--- src/rtl/omsp_tsc_ext.sv ---
// Time-stamp counter peripheral for the openMSP430 peripheral bus: a prescaled,
// width-configurable counter with run/stop, clear, snapshot and a compare interrupt.
module omsp_tsc_ext #(
   parameter logic [14:0] BASE_ADDR = 15'h0100,
   parameter int          DEC_WD    = 5,
   parameter int          CNT_WD    = 64
) (
   input  logic              mclk,
   input  logic              puc_rst,
   input  logic [13:0]       per_addr,
   input  logic [15:0]       per_din,
   input  logic              per_en,
   input  logic [1:0]        per_we,
   output logic [15:0]       per_dout,
   output logic [CNT_WD-1:0] tsc,
   output logic              tsc_irq
);

   localparam logic [7:0] W_CTL   = 8'd0;
   localparam logic [7:0] W_SNAP0 = 8'd1;
   localparam logic [7:0] W_CMP0  = 8'd5;

   logic              reg_sel;
   logic              reg_wr;
   logic              reg_rd;
   logic [7:0]        reg_wrd;
   logic              ctl_lo_wr;
   logic              ctl_hi_wr;
   logic              snap_cmd;
   logic              clr_cmd;

   logic              en_q, en_d;
   logic              ie_q, ie_d;
   logic              ifg_q, ifg_d;
   logic [3:0]        presc_q, presc_d;
   logic [14:0]       pre_q, pre_d;
   logic [14:0]       presc_mask;
   logic              tick;
   logic [CNT_WD-1:0] cnt_q, cnt_d;
   logic [CNT_WD-1:0] cnt_inc;
   logic [CNT_WD-1:0] snap_q, snap_d;
   logic [CNT_WD-1:0] cmp_q, cmp_d;
   logic              cmp_hit;
   logic [63:0]       cmp_ext;
   logic [63:0]       snap_ext;
   logic              unused_din;

   // The register window is 2^DEC_WD bytes; reg_wrd is the word index inside it.
   assign reg_sel = per_en & (per_addr[13:DEC_WD-1] == BASE_ADDR[14:DEC_WD]);
   assign reg_wr  = reg_sel & (|per_we);
   assign reg_rd  = reg_sel & ~(|per_we);
   assign reg_wrd = 8'(per_addr[DEC_WD-2:0]);

   assign ctl_lo_wr = reg_wr & (reg_wrd == W_CTL) & per_we[0];
   assign ctl_hi_wr = reg_wr & (reg_wrd == W_CTL) & per_we[1];
   assign snap_cmd  = ctl_hi_wr & per_din[8];
   assign clr_cmd   = ctl_hi_wr & per_din[9];

   assign unused_din = ^{per_din[15:10], per_din[3]};

   assign presc_mask = 15'((16'd1 << presc_q) - 16'd1);
   assign tick       = en_q & ((pre_q & presc_mask) == presc_mask);
   assign cnt_inc    = cnt_q + CNT_WD'(1);

   // A clear overrides the tick, so it is the clear value that meets the compare.
   assign cmp_hit = clr_cmd ? (cmp_q == '0) : (tick & (cnt_inc == cmp_q));

   always_comb begin : ctl_next
      en_d    = en_q;
      ie_d    = ie_q;
      presc_d = presc_q;
      ifg_d   = ifg_q;
      if (ctl_lo_wr) begin
         en_d    = per_din[0];
         ie_d    = per_din[1];
         presc_d = per_din[7:4];
         if (per_din[2]) begin
            ifg_d = 1'b0;
         end
      end
      if (cmp_hit) begin
         ifg_d = 1'b1;
      end
   end

   always_comb begin : pre_next
      pre_d = pre_q;
      if (clr_cmd | ctl_lo_wr) begin
         pre_d = '0;
      end else if (en_q) begin
         pre_d = pre_q + 15'd1;
      end
   end

   always_comb begin : cnt_next
      cnt_d = cnt_q;
      if (clr_cmd) begin
         cnt_d = '0;
      end else if (tick) begin
         cnt_d = cnt_inc;
      end
   end

   always_comb begin : snap_next
      snap_d = snap_q;
      if (snap_cmd) begin
         snap_d = cnt_q;
      end
   end

   // Words beyond CNT_WD fall off in the truncation back to cmp_d.
   always_comb begin : cmp_next
      cmp_ext = 64'(cmp_q);
      for (int i = 0; i < 4; i++) begin
         if (reg_wr && (reg_wrd == (W_CMP0 + 8'(i)))) begin
            if (per_we[0]) begin
               cmp_ext[16*i +: 8] = per_din[7:0];
            end
            if (per_we[1]) begin
               cmp_ext[16*i+8 +: 8] = per_din[15:8];
            end
         end
      end
      cmp_d = cmp_ext[CNT_WD-1:0];
   end

   always_comb begin : read_mux
      snap_ext = 64'(snap_q);
      per_dout = 16'h0000;
      if (reg_rd) begin
         if (reg_wrd == W_CTL) begin
            per_dout = {8'h00, presc_q, 1'b0, ifg_q, ie_q, en_q};
         end
         for (int i = 0; i < 4; i++) begin
            if (reg_wrd == (W_SNAP0 + 8'(i))) begin
               per_dout = snap_ext[16*i +: 16];
            end
            if (reg_wrd == (W_CMP0 + 8'(i))) begin
               per_dout = cmp_ext[16*i +: 16];
            end
         end
      end
   end

   always_ff @(posedge mclk) begin
      if (puc_rst) begin
         en_q    <= 1'b1;
         ie_q    <= 1'b0;
         ifg_q   <= 1'b0;
         presc_q <= 4'h0;
         pre_q   <= '0;
         cnt_q   <= '0;
         snap_q  <= '0;
         cmp_q   <= '1;
      end else begin
         en_q    <= en_d;
         ie_q    <= ie_d;
         ifg_q   <= ifg_d;
         presc_q <= presc_d;
         pre_q   <= pre_d;
         cnt_q   <= cnt_d;
         snap_q  <= snap_d;
         cmp_q   <= cmp_d;
      end
   end

   assign tsc     = cnt_q;
   assign tsc_irq = ifg_q & ie_q;

endmodule

--- config.mk ---
export PLATFORM = sky130hd
export DESIGN_NAME = omsp_tsc_ext
export DESIGN_NICKNAME = d
export VERILOG_FILES = /design/src/rtl/omsp_tsc_ext.sv
export SDC_FILE = /design/constraint.sdc
export NUM_CORES = 1
export LEC_CHECK = 0
export CAP_MARGIN = 20
export CORE_MARGIN = 8
export CORE_UTILIZATION = 35
export CTS_CLUSTER_SIZE = 12
export DETAILED_ROUTE_END_ITERATION = 7
export PLACE_DENSITY = 0.65
export SLEW_MARGIN = 25
export SYNTH_ARGS = -nofsm -noshare
export SYNTH_HDL_FRONTEND = slang
export SYNTH_SLANG_ARGS = --single-unit
--- constraint.sdc ---
create_clock -name mclk -period 3.9 [get_ports mclk]
set_input_delay 0.39 -clock mclk [delete_from_list [all_inputs] [get_ports mclk]]
set_output_delay 0.39 -clock mclk [all_outputs]
set_load 0.005 [all_outputs]
==> metrics.md, run 1 <==
| Metric | Value |
|---|---|
| Worst EP arrival | 3.26 ns |
| Post-Synth Simple-Gate Area | 0.299 |
| Reg2reg start | presc_q[3] |
| Setup CP Type | primary input to primary output |
| Reg2reg path depth | 12 |
| Max Cap Viol | 0 |
| Hold/Removal Path Class | primary input to flop |
| Min-delay src | puc_rst |
| Final period util | 0.935 |
| Final Skew | 0.0187 ns |
| Die X | just over 200 µm |
| Final setup violation count | 0 |
| Synth Area in XOR/XNOR | 0.114 |
| Fin util | 0.433 |
| Final Hold Fails | 0 |
| GR Overflow Total | 0 |
| Chip Height | between 200 and 250 µm |
| Fill cells | 3727 |
| Core ar. | around 36000 µm² |
| Post-route minimum period | 3.65 ns |
| I/O Buffers | between 100 and 150 |
| Boundary Pins | 116 |
| Max Buffers Root-to-Sink | 3 |
| Mapped Area | 12700 µm² |
| Stages on worst setup path | 12 |
| VDD IR max | approximately 0.30 mV |
| Crit path launch type | primary input |
| Worst r2r dst | ifg_q |
| Slew margin rel. | 0.329 |
| Critical path's largest stage delay | 0.49 ns |
| Vias in the first global route | roughly 13000 |
| Yosys reg bits | 214 |
| F_max | between 200 and 300 MHz |
| Mean post-synth cell area | 7.69 µm² |
| Via count | 13500 |
| PwrDens | 316 nW/µm² |
| Main synth FF type | dfxtp_1 |
| Clock sink count | ~210 |
| Post-route ant nets | 0 |
| Hold WS | 0.369 ns |
| Critical-path top delay cell | clkdlybuf4s50_1 |
| Crit path capture | per_dout[14] |
| Syn nets | 1692 |
| Ys Warns | 0 |
| P&R area growth vs syn | 23.2% |
| Share of cells above drive strength 1 | 0.102 |
| CP top delay family | buffers and inverters |
| Die area | 42700 µm² |
| Post-route DRC violation count | 0 |
| Detail Placement HPWL | 42000 µm |
| Power, Total | 4.95 mW |
| Wirelength, routed | 55500 µm |
| Worst path bufs/invs | 4 |
| Worst slew pin tran | 1.01 ns |
| CTS clk-pin slew, worst paths | 0.06 ns |
| RSZ-0062 raised after global routing | false |
| First-pass GRT wire length | 81500 µm |
| CTS tree | done |
| Post-synthesis mux area share | 0.0122 |
| Setup TNS | 0 ns |
| Worst setup EP type | primary output |
| CTS Buf Count | 26 |
| Total GRT Usage | 0.251 |
| Worst R2R Setup Slack | 0.37 ns |
| Outcome | finished, final reports clean |
| Post-synthesis adder-cell area fraction | 0.00295 |
| Cells along the critical path | clkdlybuf4s50_1 > nor4_2 > nand4_1 > buf_4 > nor2_1 > a21o_1 > a221oi_1 > o22ai_1 > nor3_1 > a2111oi_2 > buf_4 > clkdlybuf4s50_1 |
| Clk Latency, worst-skew pair | 0.54 ns |
| Synth Area in Compound Gates | 0.188 |
| Post-synthesis cell count | 1654 |
| H-tree depth | 1 |
| DRT Pass-1 Iters | 6 |
| Root buffer cell | clkbuf_16 |
| Via density per instance | 5.97 |
| Largest net degree at the start of global routing | 89 |
| Initial antenna violation count | 0 |
| Drt wl/cell | about 25 µm |
| Unique masters post-synth | 78 |
| Cell row count | 70 |
| Sequential area share after synthesis | 0.337 |
| CP startpoint | per_addr[5] |
| Largest family of logic cells by synthesized area | simple AND/OR/NAND/NOR gates |
| Leak pwr | just over 5 nW |
| CP Data Required Time | 3.51 ns |
| Placed cells | 2213 |
| DRT iter0 DRCs | 1554 |
| Final cell count without fillers | 2262 |
| Gpl congestion | 1.05 |
| Slew Viols, Final | 0 |
| Initial Util | 0.351 |
| Final layout net count | 1813 |
| Max Fanout on Critical Path | 4 |
| Async SR Flop Fraction | 0 |
| Post-synth EDFFs | 0 |
## cell usage in the layout, fill, tap and decap left out, drive strengths merged, types with 5 or more instances in the layout
| cell | Yosys | layout |
|---|---|---|
| a211o | 71 | 71 |
| a211oi | 12 | 12 |
| a21o | 6 | 6 |
| a21oi | 161 | 161 |
| a22oi | 7 | 7 |
| a31oi | 7 | 7 |
| and2 | 14 | 14 |
| and3 | 10 | 10 |
| and4 | 17 | 17 |
| buf | 45 | 110 |
| clkbuf | 86 | 36 |
| clkdlybuf4s50 | 0 | 114 |
| dfxtp | 214 | 214 |
| inv | 11 | 11 |
| mux2i | 11 | 11 |
| nand2 | 235 | 235 |
| nand3 | 42 | 42 |
| nand4 | 58 | 58 |
| nor2 | 138 | 138 |
| nor2b | 72 | 72 |
| nor3 | 56 | 56 |
| nor3b | 6 | 6 |
| nor4 | 46 | 46 |
| nor4b | 7 | 7 |
| o2111a | 5 | 5 |
| o21ai | 46 | 46 |
| o221ai | 7 | 7 |
| o22ai | 6 | 6 |
| or3 | 23 | 23 |
| or4 | 8 | 8 |
| xnor2 | 116 | 116 |
| xor2 | 50 | 50 |
## cell families (layout without fill, tap and decap cells)
logic type	Yosys count	count (layout)
other	0	1
adders and majority gates	3	3
xor gates and xnor gates	166	166
buffers and inverters	142	281
and+or+nand+nor	748	748
AOI/OAI and AO/OA	366	366
muxes	15	15
DFF	214	214
## sequential cells by signal, indices dropped and copies added, names as in the netlist
register,count
tsc,64
en_q,1
snap_ext,64
ifg_q,1
presc_q,4
pre_q,15
ie_q,1
cmp_q,64
## cell type report
type | count | area [µm²] | share of cell area
repair buffers | 224 | 2020 | 0.129
well taps | 468 | 586 | 0.0374
inverters | 11 | 41.3 | 0.00264
multi-input cells | 1298 | 7870 | 0.502
diodes | 1 | 2.50 | 0.000160
clock buffers | 36 | 739 | 0.0472
clock inverters | 10 | 133 | 0.00846
flip-flops and latches | 214 | 4280 | 0.273
## timing repair
item	4_1_cts	5_1_grt
hold buffers	0	0
resized for setup	1	2
pin swaps	1	0
cloned	0	0
setup endpoints to repair	1	1
setup buffers	2	0
hold endpoints to repair	0	0
## per-stage QoR
step                setup WS [ns]  instance area [µm²]
detailed placement         -0.439                14800
finish                      0.254                15700
global placement           -0.395                14800
global route               0.0723                15700
floorplan                   0.677                12700
CTS                       0.00454                15700
## where the power goes
part | total (mW) | leakage, nW | switching, mW | internal (mW)
clock | 2.52 | 0.420 | 1.00 | 1.52
sequential | 2.20 | 1.73 | 0.00701 | 2.19
combinational | 0.233 | 2.89 | 0.148 | 0.0853
## worst min-delay path by stage
stage	to	slack (ns)	depth (start not counted)
global route	snap_ext[56]	0.39	2
global placement	snap_ext[36]	0.44	2
detailed placement	snap_ext[58]	0.44	2
finish	snap_ext[36]	0.37	2
CTS	snap_ext[33]	0.35	2
floorplan	snap_ext[9]	0.43	2
## synthesized netlist by cell type, drive strengths merged (8+ instances only)
| cell type | count | area share |
|---|---|---|
| a211o | 71 | 0.049 |
| or4 | 8 | 0.0050 |
| buf | 45 | 0.018 |
| xor2 | 50 | 0.034 |
| a211oi | 12 | 0.0071 |
| nor2b | 72 | 0.035 |
| mux2i | 11 | 0.0087 |
| and2 | 14 | 0.0069 |
| and3 | 10 | 0.0049 |
| and4 | 17 | 0.012 |
| nor3 | 56 | 0.023 |
| nand2 | 235 | 0.070 |
| inv | 11 | 0.0032 |
| nand4 | 58 | 0.030 |
| dfxtp | 214 | 0.34 |
| nand3 | 42 | 0.017 |
| clkbuf | 86 | 0.025 |
| o21ai | 46 | 0.018 |
| nor4 | 46 | 0.024 |
| or3 | 23 | 0.012 |
| xnor2 | 116 | 0.080 |
| nor2 | 138 | 0.041 |
| a21oi | 161 | 0.063 |
## layer usage
layer	GRT usage	share of wire	vias to the layer above
met5	0	0	-
met4	0.0923	0.038	0
met3	0.0423	0.091	132
met2	0.393	0.44	734
met1	0.344	0.43	6494
li1	-	-	6141
No activity file was read; power rests on OpenSTA's default activity.
==> run 2, diff against run 1 <==
- CELL_PAD_IN_SITES_DETAIL_PLACEMENT: not set -> 1
- CELL_PAD_IN_SITES_GLOBAL_PLACEMENT: not set -> 1
- PLACE_DENSITY: 0.65 -> 0.8
==> metrics.md, run 2 (synthesized netlist as in run 1, its figures left out) <==
| Metric | Value |
|---|---|
| Outcome | finished, final reports clean |
| Max Fanout on Critical Path | 9 (+5) |
| Critical-path top delay cell | clkdlybuf4s50_1 |
| Cell row count | 70 (unchanged) |
| CP top delay family | buffers and inverters |
| Die area | 42700 µm² (unchanged) |
| Gpl congestion | 1.03 (-2.3%) |
| Core ar. | 36200 µm² (unchanged) |
| Vias in the first global route | 13700 (+7.4%) |
| FF+latch area | 4280 µm² (unchanged) |
| DRT Pass-1 Iters | 5 (-1) |
| F_max | 273 MHz (-0.54%) |
| Met1 wire length | 25900 µm (+8.4%) |
| H-tree depth | 1 (unchanged) |
| Slew Viols, Final | 0 (unchanged) |
| Most common cell after layout, fill and taps aside | nand2_1 |
| Worst setup EP type | primary output |
| Critical path's largest stage delay | 0.52 ns (+0.03 ns) |
| Clock sink count | 214 (unchanged) |
| I/O Buffers | 115 (unchanged) |
| Final layout net count | 1812 (-0.055%) |
| Worst slack, placed | 0.211 ns (+0.650 ns) |
| GR Overflow Total | 0 (unchanged) |
| Initial Util | 0.351 (unchanged) |
| CTS tree | done |
| CTS Buf Count | 27 (+3.8%) |
| Max Cap Viol | 0 (unchanged) |
| Chip Height | 207 µm (unchanged) |
| Via density per instance | 5.99 (+0.35%) |
| Root buffer cell | clkbuf_16 |
| Total GRT Usage | 0.273 (+0.0216) |
| P&R area growth vs syn | 23.0% |
| Routed wl met3 | 3960 µm (-21%) |
| Worst setup margin | 0.234 ns (-0.0199 ns) |
| DRT iter0 DRCs | 1409 (-9.3%) |
| Setup CP Type | primary input to primary output |
| Detail Placement HPWL | 45000 µm (+7.2%) |
| Worst EP arrival | 3.28 ns (+0.02 ns) |
| Boundary Pins | 116 (unchanged) |
| WL met2 | 26800 µm (+9.8%) |
| Clk Latency, worst-skew pair | 0.56 ns (+0.02 ns) |
| Min-delay src | puc_rst |
| Power, Total | 4.96 mW (+0.34%) |
| Setup TNS | 0 ns (unchanged) |
| Fill cells | 4344 (+17%) |
| First-pass GRT wire length | 88400 µm (+8.5%) |
| Worst path bufs/invs | 4 (unchanged) |
| Share of cells above drive strength 1 | 0.101 (-0.000891) |
| CP startpoint | per_en |
| Cells along the critical path | clkdlybuf4s50_1 > nor4bb_1 > buf_4 > nand4_1 > buf_4 > mux2i_1 > o2111ai_1 > a21oi_1 > o211a_1 > a2bb2oi_2 > nor2_1 > clkdlybuf4s50_1 |
| Final setup violation count | 0 (unchanged) |
| VDD IR max | 0.299 mV (-0.39%) |
| Hold/Removal Path Class | primary input to flop |
| Largest net degree at the start of global routing | 88 (-1.1%) |
| Reg2reg start | presc_q[1] |
| Post-route DRC violation count | 0 (unchanged) |
| Slew margin rel. | 0.348 (+0.0192) |
| Final Skew | 0.0186 ns (-0.0000418 ns) |
| Fin util | 0.432 (-0.000865) |
| Wirelength, routed | 58800 µm (+6.0%) |
| CTS clk-pin slew, worst paths | 0.06 ns (about the same) |
| Final Hold Fails | 0 (unchanged) |
| Initial antenna violation count | 0 (unchanged) |
| PwrDens | 317 nW/µm² (+0.54%) |
| Drt wl/cell | 26.0 µm (+6.1%) |
| Worst slew pin tran | 0.978 ns (-0.0288 ns) |
| Die X | 207 µm (unchanged) |
| Final period util | 0.940 (+0.00510) |
| Most frequent cells in the layout | 234 x nand2_1, 214 x dfxtp_1, 161 x a21oi_1 |
| Via count | 13500 (+0.17%) |
| Area occupied by multi-input gates | 7860 µm² (about the same) |
| Crit path launch type | primary input |
| Post-route ant nets | 0 (unchanged) |
| Leak pwr | 5.02 nW (-0.27%) |
| Post-route minimum period | 3.67 ns (+0.0199 ns) |
| CP Data Required Time | 3.51 ns (about the same) |
| Highest Signal Layer | met4 |
| Max Buffers Root-to-Sink | 3 (unchanged) |
[run 2: cell count changes in the layout (fill, tap and decap cells not counted), sizes merged]
| cell | delta |
|---|---|
| buf | -2 |
| clkbuf | -2 |
[run 2: path summary, 6_finish.rpt]
check	to	slack, ns	depth (start not counted)
setup / recovery	per_dout[13]	0.23	12
hold reg to reg	snap_ext[47]	0.45	2
setup reg to reg	ifg_q	0.38	12
hold / removal	snap_ext[48]	0.36	2
[run 2: layout make-up]
cell class                 instances  share of cell area
multi-input combinational       1298               0.503
clock inverter                    10             0.00848
antenna                            1            0.000160
clock buffer                      34              0.0474
timing repair buffer             222               0.127
tap                              468              0.0374
sequential                       214               0.274
inverter                          11             0.00264
[run 2: per-stage QoR]
step,instances,area [µm²],hold WS (ns)
3_3_place_gp,2212,14700,0.439
2_1_floorplan,1654,12700,0.427
6_report,2258,15600,0.358
3_5_place_dp,2212,14700,0.446
4_1_cts,2256,15600,0.331
5_1_grt,2257,15600,0.381
[run 2: layer usage]
| layer | track usage | vias to the layer above |
|---|---|---|
| met3 | 0.0342 | 120 |
| met4 | 0.0959 | 0 |
| li1 | - | 6130 |
| met1 | 0.371 | 6727 |
| met2 | 0.440 | 547 |
| met5 | 0 | - |
[run 2: timing repair]
action | in CTS | in global routing
hold buffers | 0 | 0
gates resized for setup | 0 | 1
setup buffers | 0 | 1
endpoints found under the setup margin | 0 | 2
[run 2: power breakdown]
| group | internal [mW] | switching [mW] |
|---|---|---|
| Combinational | 0.0878 | 0.150 |
| Sequential | 2.19 | 0.00631 |
| Clock | 1.53 | 1.00 |
| Total | 3.80 | 1.16 |
==> run 3, diff against run 2 <==
- CTS_BUF_LIST: not set -> sky130_fd_sc_hd__clkbuf_8
- SKIP_LAST_GASP: not set -> 1
==> metrics.md, run 3 (synthesized netlist as in run 1, its figures left out) <==
| Metric | Value |
|---|---|
| Max Cap Viol | 0 (unchanged) |
| Core ar. | 36200 µm² (unchanged) |
| Worst EP arrival | 3.31 ns (+0.03 ns) |
| Critical-path top delay cell | clkdlybuf4s50_1 |
| Post-route ant nets | 0 (unchanged) |
| Leak pwr | 5.06 nW (+0.75%) |
| Final instance area | 15600 µm² (-0.49%) |
| Antenna cells | 0 (-1) |
| Worst path bufs/invs | 4 (unchanged) |
| Worst setup margin | 0.199 ns (-0.0357 ns) |
| Initial antenna violation count | 0 (unchanged) |
| First-pass GRT wire length | 88900 µm (+0.46%) |
| CTS clk-pin slew, worst paths | 0.06 ns (about the same) |
| Final period util | 0.949 (+0.00917) |
| Worst setup EP type | primary output |
| Worst R2R Setup Slack | 0.39 ns (about the same) |
| Gpl congestion | 1.03 (unchanged) |
| CP top delay family | buffers and inverters |
| Slew Viols, Final | 0 (unchanged) |
| Die area | 42700 µm² (unchanged) |
| Power, Total | 4.70 mW (-5.3%) |
| CP startpoint | per_en |
| Final Skew | 0.0344 ns (+0.0157 ns) |
| CTS tree | done |
| Hold/Removal Path Class | primary input to flop |
| Share of cells above drive strength 1 | 0.109 (+0.00793) |
| H-tree depth | 2 (+1) |
| Post-route minimum period | 3.70 ns (+0.0357 ns) |
| Most frequent cells in the layout | 234 x nand2_1, 214 x dfxtp_1, 161 x a21oi_1 |
| Initial Util | 0.351 (unchanged) |
| F_max | 270 MHz (-0.97%) |
| Worst slack, placed | 0.211 ns (unchanged) |
| Outcome | finished, final reports clean |
| Via density per instance | 6.01 (+0.40%) |
| Largest net degree at the start of global routing | 88 (unchanged) |
| Fin util | 0.430 (-0.00211) |
| Max Buffers Root-to-Sink | 3 (unchanged) |
| CTS Buf Count | 41 (+52%) |
| Vias in the first global route | 13900 (+1.6%) |
| Clock sink count | 214 (unchanged) |
| Clk Latency, worst-skew pair | 0.61 ns (+0.05 ns) |
| P&R area growth vs syn | 22.4% |
| Final layout net count | 1826 (+0.77%) |
| DRT iter0 DRCs | 1417 (+0.57%) |
| Post-CTS Hold Buffers | 0 (unchanged) |
| I/O Buffers | 115 (unchanged) |
| Die X | 207 µm (unchanged) |
| Min-delay src | puc_rst |
| DRT Pass-1 Iters | 5 (unchanged) |
| Cell row count | 70 (unchanged) |
| Root buffer cell | clkbuf_8 |
| Total GRT Usage | 0.276 (+0.00300) |
| Boundary Pins | 116 (unchanged) |
| Crit path launch type | primary input |
| Drt wl/cell | 26.0 µm (about the same) |
| Most common cell after layout, fill and taps aside | nand2_1 |
| Post-route DRC violation count | 0 (unchanged) |
| CP Data Required Time | 3.51 ns (about the same) |
| Final Hold Fails | 0 (unchanged) |
| Cell Area, Placed | 14700 µm² (unchanged) |
| Detail Placement HPWL | 45000 µm (unchanged) |
| Worst slew pin tran | 0.972 ns (-0.00567 ns) |
| Cells along the critical path | clkdlybuf4s50_1 > nor4bb_1 > buf_4 > nand4_1 > buf_4 > mux2i_1 > o2111ai_1 > a21oi_1 > o211a_1 > a2bb2oi_2 > nor2_1 > clkdlybuf4s50_1 |
| VDD IR max | 0.197 mV (-34%) |
| Setup TNS | 0 ns (unchanged) |
| Slew margin rel. | 0.352 (+0.00378) |
| Setup CP Type | primary input to primary output |
| Max Fanout on Critical Path | 9 (unchanged) |
| Reg2reg start | tsc[5] |
| Chip Height | 207 µm (unchanged) |
| PwrDens | 302 nW/µm² (-4.8%) |
| GR Overflow Total | 0 (unchanged) |
| Critical path's largest stage delay | 0.52 ns (about the same) |
| Final setup violation count | 0 (unchanged) |
| Via count | 13700 (+1.5%) |
| Wirelength, routed | 59400 µm (+1.1%) |
[run 3: changes by cell type in the layout (fill, tap and decap cells not counted), sizes merged]
cell,change
clkbuf,+16
inv,+12
bufinv,-2
clkinv,+2
clkinvlp,-2
diode,-1
[run 3: layout make-up]
type	instances	area, µm²
multi-input cells	1298	7860
clock inverters	20	113
well taps	468	586
clock buffers	50	688
inverters	11	41.3
fillers	4376	20600
flip-flops and latches	214	4280
repair buffers	222	1990
[run 3: final timing paths]
check                 endpoint  depth (start not counted)
hold reg to reg   snap_ext[47]                          2
hold / removal    snap_ext[56]                          2
setup / recovery  per_dout[13]                         12
setup reg to reg         ifg_q                          8
[run 3: worst reg2reg max path: cells and delay by family (launching register included)]
family | cells | cell delay (ns)
AO/OA/AOI/OAI | 2 | 0.49
XOR/XNOR | 1 | 0.22
flip-flops | 1 | 0.65
AND/OR/NAND/NOR | 5 | 2.07
[run 3: what timing repair did]
item | in CTS | in global routing
endpoints found under the hold margin | 0 | 0
buffers inserted | 0 | 1
setup endpoints to repair | 0 | 2
gates resized for setup | 0 | 1
[run 3: metal layers]
metal / global-route usage / vias to the layer above / part of all wire
met5: 0 / - / 0
met4: 0.114 / 0 / 0.040
met3: 0.0428 / 140 / 0.069
met2: 0.444 / 617 / 0.46
met1: 0.365 / 6815 / 0.43
li1: - / 6156 / -
[run 3: power by group]
group / internal [mW] / switching (mW)
clock network: 1.22 / 1.05
logic: 0.0878 / 0.150
registers: 2.19 / 0.00633
total: 3.50 / 1.21
[run 3: through the flow]
step           hold WS (ns)  cells
6_report              0.317   2283
5_1_grt               0.338   2283
4_1_cts               0.263   2282
3_5_place_dp          0.446   2212
3_3_place_gp          0.439   2212
2_1_floorplan         0.427   1654
